--- config.mk ---
export PLATFORM = sky130hd
export DESIGN_NAME = operand_fetch
export DESIGN_NICKNAME = d
export VERILOG_FILES = /design/src/rtl/operand_fetch.sv
export SDC_FILE = /design/constraint.sdc
export NUM_CORES = 2
export LEC_CHECK = 0
export CAP_MARGIN = 20
export CORE_ASPECT_RATIO = 0.9
export CORE_MARGIN = 2
export CORE_UTILIZATION = 45
export CTS_BUF_LIST = sky130_fd_sc_hd__clkbuf_8
export CTS_CLUSTER_SIZE = 14
export DETAILED_ROUTE_END_ITERATION = 7
export SETUP_SLACK_MARGIN = 0.1
export SYNTH_ARGS = -nofsm -noshare
export SYNTH_HDL_FRONTEND = slang
export SYNTH_SLANG_ARGS = --single-unit
--- constraint.sdc ---
create_clock -name clk -period 45.1 [get_ports clk]
set_input_delay 13.53 -clock clk [delete_from_list [all_inputs] [get_ports clk]]
set_output_delay 13.53 -clock clk [all_outputs]
set_load 0.1 [all_outputs]
--- src/rtl/operand_fetch.sv ---
// Operand-fetch stage: register file, scoreboard hazard stall,
// and a one-entry valid/ready output register feeding the ALU.
module operand_fetch #(
  parameter int DATA_W = 32,
  parameter bit BYPASS = 1'b1
) (
  input  logic              clk,
  input  logic              reset,
  input  logic              in_valid,
  output logic              in_ready,
  input  logic [4:0]        in_rs,
  input  logic [4:0]        in_rt,
  input  logic [DATA_W-1:0] in_imm,
  input  logic              in_use_imm,
  input  logic [2:0]        in_aluop,
  input  logic [4:0]        in_rd,
  input  logic              wb_en,
  input  logic [4:0]        wb_addr,
  input  logic [DATA_W-1:0] wb_data,
  output logic              out_valid,
  input  logic              out_ready,
  output logic [DATA_W-1:0] out_a,
  output logic [DATA_W-1:0] out_b,
  output logic [2:0]        out_aluop,
  output logic [4:0]        out_rd
);

  logic [DATA_W-1:0] grf [32];
  logic [31:0]       sb;

  logic hit_rs, hit_rt, hit_rd;
  logic busy_rs, busy_rt, busy_rd;
  logic hazard, accept;
  logic [DATA_W-1:0] rs_val, rt_val, b_nxt;

  assign hit_rs = BYPASS && wb_en && (wb_addr == in_rs);
  assign hit_rt = BYPASS && wb_en && (wb_addr == in_rt);
  assign hit_rd = BYPASS && wb_en && (wb_addr == in_rd);

  // A same-cycle writeback retires the pending bit early
  assign busy_rs = (in_rs != 5'd0) && sb[in_rs] && !hit_rs;
  assign busy_rt = (in_rt != 5'd0) && sb[in_rt] && !hit_rt;
  assign busy_rd = (in_rd != 5'd0) && sb[in_rd] && !hit_rd;

  assign hazard   = busy_rs || (!in_use_imm && busy_rt) || busy_rd;
  assign in_ready = !hazard && (!out_valid || out_ready);
  assign accept   = in_valid && in_ready;

  always_comb begin
    rs_val = grf[in_rs];
    if (in_rs == 5'd0)
      rs_val = '0;
    else if (hit_rs)
      rs_val = wb_data;
  end

  always_comb begin
    rt_val = grf[in_rt];
    if (in_rt == 5'd0)
      rt_val = '0;
    else if (hit_rt)
      rt_val = wb_data;
  end

  assign b_nxt = in_use_imm ? in_imm : rt_val;

  always_ff @(posedge clk or posedge reset) begin
    if (reset) begin
      for (int i = 0; i < 32; i++)
        grf[i] <= '0;
    end else if (wb_en && wb_addr != 5'd0) begin
      grf[wb_addr] <= wb_data;
    end
  end

  // Set after clear: a new issue to the same rd keeps it pending
  always_ff @(posedge clk or posedge reset) begin
    if (reset) begin
      sb <= '0;
    end else begin
      if (wb_en)
        sb[wb_addr] <= 1'b0;
      if (accept && in_rd != 5'd0)
        sb[in_rd] <= 1'b1;
    end
  end

  always_ff @(posedge clk or posedge reset) begin
    if (reset) begin
      out_valid <= 1'b0;
      out_a     <= '0;
      out_b     <= '0;
      out_aluop <= '0;
      out_rd    <= '0;
    end else if (accept) begin
      out_valid <= 1'b1;
      out_a     <= rs_val;
      out_b     <= b_nxt;
      out_aluop <= in_aluop;
      out_rd    <= in_rd;
    end else if (out_ready) begin
      out_valid <= 1'b0;
    end
  end

endmodule

==> reports/qor.yml <==
status:
  status: "finished, violations left"
  failed_checks: "DRC"
power:
  fin_total_pwr_mw: 3.182
  power.leakage_nw: 28.22
  powerDensity_nw_per_um2: 47.92
  ir_drop_mv: 0.03869
logic_synthesis:
  synth_nets: 3766
  synth_xor_xnor_area_share_pct: 0.2070
  yosys_register_bits: 1129
  synth_area_um2: 59240
  muxShareOfSynthArea_pct: 44.85
  synthSimpleGateAreaFrac_pct: 1.428
  synth_cells: 3673
  yosysWarnings: 0
  ys_seq_area_share_pct: 47.69
  syn_area_per_cell_um2: 16.13
  synth_edf_count: 0
  postSynth.asyncResetShare_pct: 100.0
  synth_top_family_by_area: "multiplexers"
  synth_cell_type_count: 52
  ys.flop_type: "dfrtp_1"
  synth_compound_area_share_pct: 2.627
  synth_fa_ha_area_share_pct: 0
timing:
  slew_viol_final: 0
  hold_violations: 0
  finalCritPeriodShare_pct: 70.43
  maxSlewHeadroom_pct: 24.21
  setup_viol: 0
  rsz0062_at_grt: "no"
  tns_ps: 0
  fmax_ghz: 0.03148
  period_needed_ps: 31760
  worst_pin_slew_ps: 1137
  skew_ps: 44.59
die:
  dieArea_um2: 134600
  boundaryPins: 167
  die_y_um: 348.2
  core.rowCount: 126
  die_x_um: 386.5
  coreArea_um2: 130900
  initial_utilization_pct: 45.28
global_routing:
  grt_use_met3_pct: 3.780
  grt_use_met2_pct: 44.31
  grt_pass1_vias: 37550
  grt_pass1_wl_mm: 265.8
  grtUsageMet1_pct: 37.27
  grt_usage_pct: 27.03
  antenna_found_initial: 5
  grt_start_max_net_pins: 166
  grt.busiest_layer: "met2"
  gr-total-overflow: 0
routing:
  wl_per_cell_um: 31.99
  wirelength_mm: 178.8
  avgViaCountPerCell: 6.416
  via_count: 35870
  drt_iter0_markers: 3163
  antenna_left: 0
  dr.pass1.iters: 8
  remaining_drc_errors: 2
cts:
  cts-resized-gates: 0
  cts_max_level: 4
  cts_setup_buffers: 0
  cts_num_sinks: 1129
  clock-root-buffer: "clkbuf_8"
  numCtsBuffers: 195
  cts_hold_buffers: 0
  clock_path_buffers: 3
  cts_tree: "built"
  cts.reportedPaths.clkPinSlew_ps: 60
  insertion_delay_ps: 960
finish:
  final_cell_mix: "dfrtp_1, mux2_2, mux4_2, clkbuf_8, clkdlybuf4s50_1"
  area_growth_pct: 12.08
  fin_nets: 3801
  final_util_pct: 50.75
  drive_above_1_share_pct: 54.67
  final_common_cell: "dfrtp_1"
worst_setup_path:
  r2r_start: "sb[21]$_DFF_PP0_"
  cp-end-kind: "primary output"
  startpoint: "in_rt[2]"
  arrival_ps: 18230
  critPathKind: "primary input to primary output"
  cp.required_ps: 31570
  critPathLaunchType: "primary input"
  worst-path-max-fanout: 43
min_path:
  hold_start: "grf[1021]$_DFFE_PP0P_"
  hold_path.class: "register to register"
placement:
  hpwlAfterDp_mm: 95.54
  numPortBuffers: 166
  gp_congestion: 0.8114
run:
  drv_cap: 0
==> report_power, final <==
group          leakage (nW)  switching (mW)  internal, mW
logic                  11.5           0.445         0.423
registers              14.5           0.147          1.22
clock network          2.29           0.440         0.506
total                  28.2            1.03          2.15
==> worst max-delay path, stage by stage <==
cell	delay [ps]
buf_4	610
buf_4	910
mux4_2	420
nor2b_1	140
a211oi_1	240
a21oi_1	70
a221o_4	560
nor2_1	410
clkdlybuf4s50_1	1220
==> final cells by class <==
cell class / count / area (um2)
diodes: 5 / 12.51
repair buffers: 271 / 2638
inverters: 18 / 71.32
fillers: 11060 / 64450
clock inverters: 100 / 518.0
flip-flops and latches: 1129 / 28250
clock buffers: 247 / 3400
multi-input cells: 2093 / 29350
well taps: 1728 / 2162
==> layer usage <==
layer	vias up	share of wire, %	wire (um)
li1	14580	-	-
met1	19790	42	75850
met2	1219	49	87430
met3	292	5.7	10220
met4	0	3.0	5347
met5	-	0	0
==> flip-flops by register name, indices dropped and copies added, names as in the netlist <==
register,flops
out_a,32
sb,32
out_rd,5
out_valid,1
grf,1024
out_b,32
out_aluop,3
==> through the flow <==
step	hold slack (ps)	cell area [um2]	instances	setup slack (ps)
2_1_floorplan	441.3	59250	3673	14980
3_3_place_gp	376.3	62300	5230	13350
3_5_place_dp	382.6	62310	5231	13400
4_1_cts	396.3	66230	5578	13390
5_1_grt	406.8	66390	5587	13220
6_report	392.6	66400	5591	13340
==> final timing paths <==
path | end | slack (ps) | depth (start not counted)
setup / recovery | in_ready | 13340 | 9
hold / removal | grf[1021]$_DFFE_PP0P_ | 390 | 0
setup reg to reg | out_b[31]$_DFFE_PP0P_ | 40860 | 7
hold reg to reg | grf[1021]$_DFFE_PP0P_ | 390 | 0
max in group asynchronous | grf[752]$_DFFE_PP0P_ | 27380 | 7
min in group asynchronous | sb[3]$_DFF_PP0_ | 12970 | 2
==> synthesized netlist by cell type, types with 6 or more instances <==
library cell / count / area, um2
o31ai_1: 32 / 240.2
a222oi_1: 64 / 640.6
nor2b_1: 7 / 43.79
and2_1: 8 / 50.05
nor2_1: 29 / 108.9
dfrtp_1: 1129 / 28250
buf_6: 19 / 214.0
mux2_2: 1025 / 11540
nor3_1: 6 / 30.03
nand3_1: 9 / 45.04
mux4_2: 650 / 14640
mux2i_1: 30 / 300.3
o21ai_0: 32 / 160.2
buf_1: 61 / 229.0
mux2_1: 8 / 90.09
nand2b_1: 8 / 50.05
buf_2: 45 / 225.2
inv_1: 18 / 67.56
nand2_1: 90 / 337.8
a32o_1: 31 / 310.3
clkbuf_1: 307 / 1152
xor2_1: 11 / 96.34
==> cells by family (layout without fill, tap and decap cells) <==
group | Yosys count | count (layout)
multiplexers | 1713 | 1713
flip-flops | 1129 | 1129
buffers and inverters | 451 | 636
AO/OA/AOI/OAI | 186 | 186
AND/OR/NAND/NOR | 180 | 180
XOR/XNOR | 14 | 14
other | 0 | 5
(Power assumes the default switching activity.)
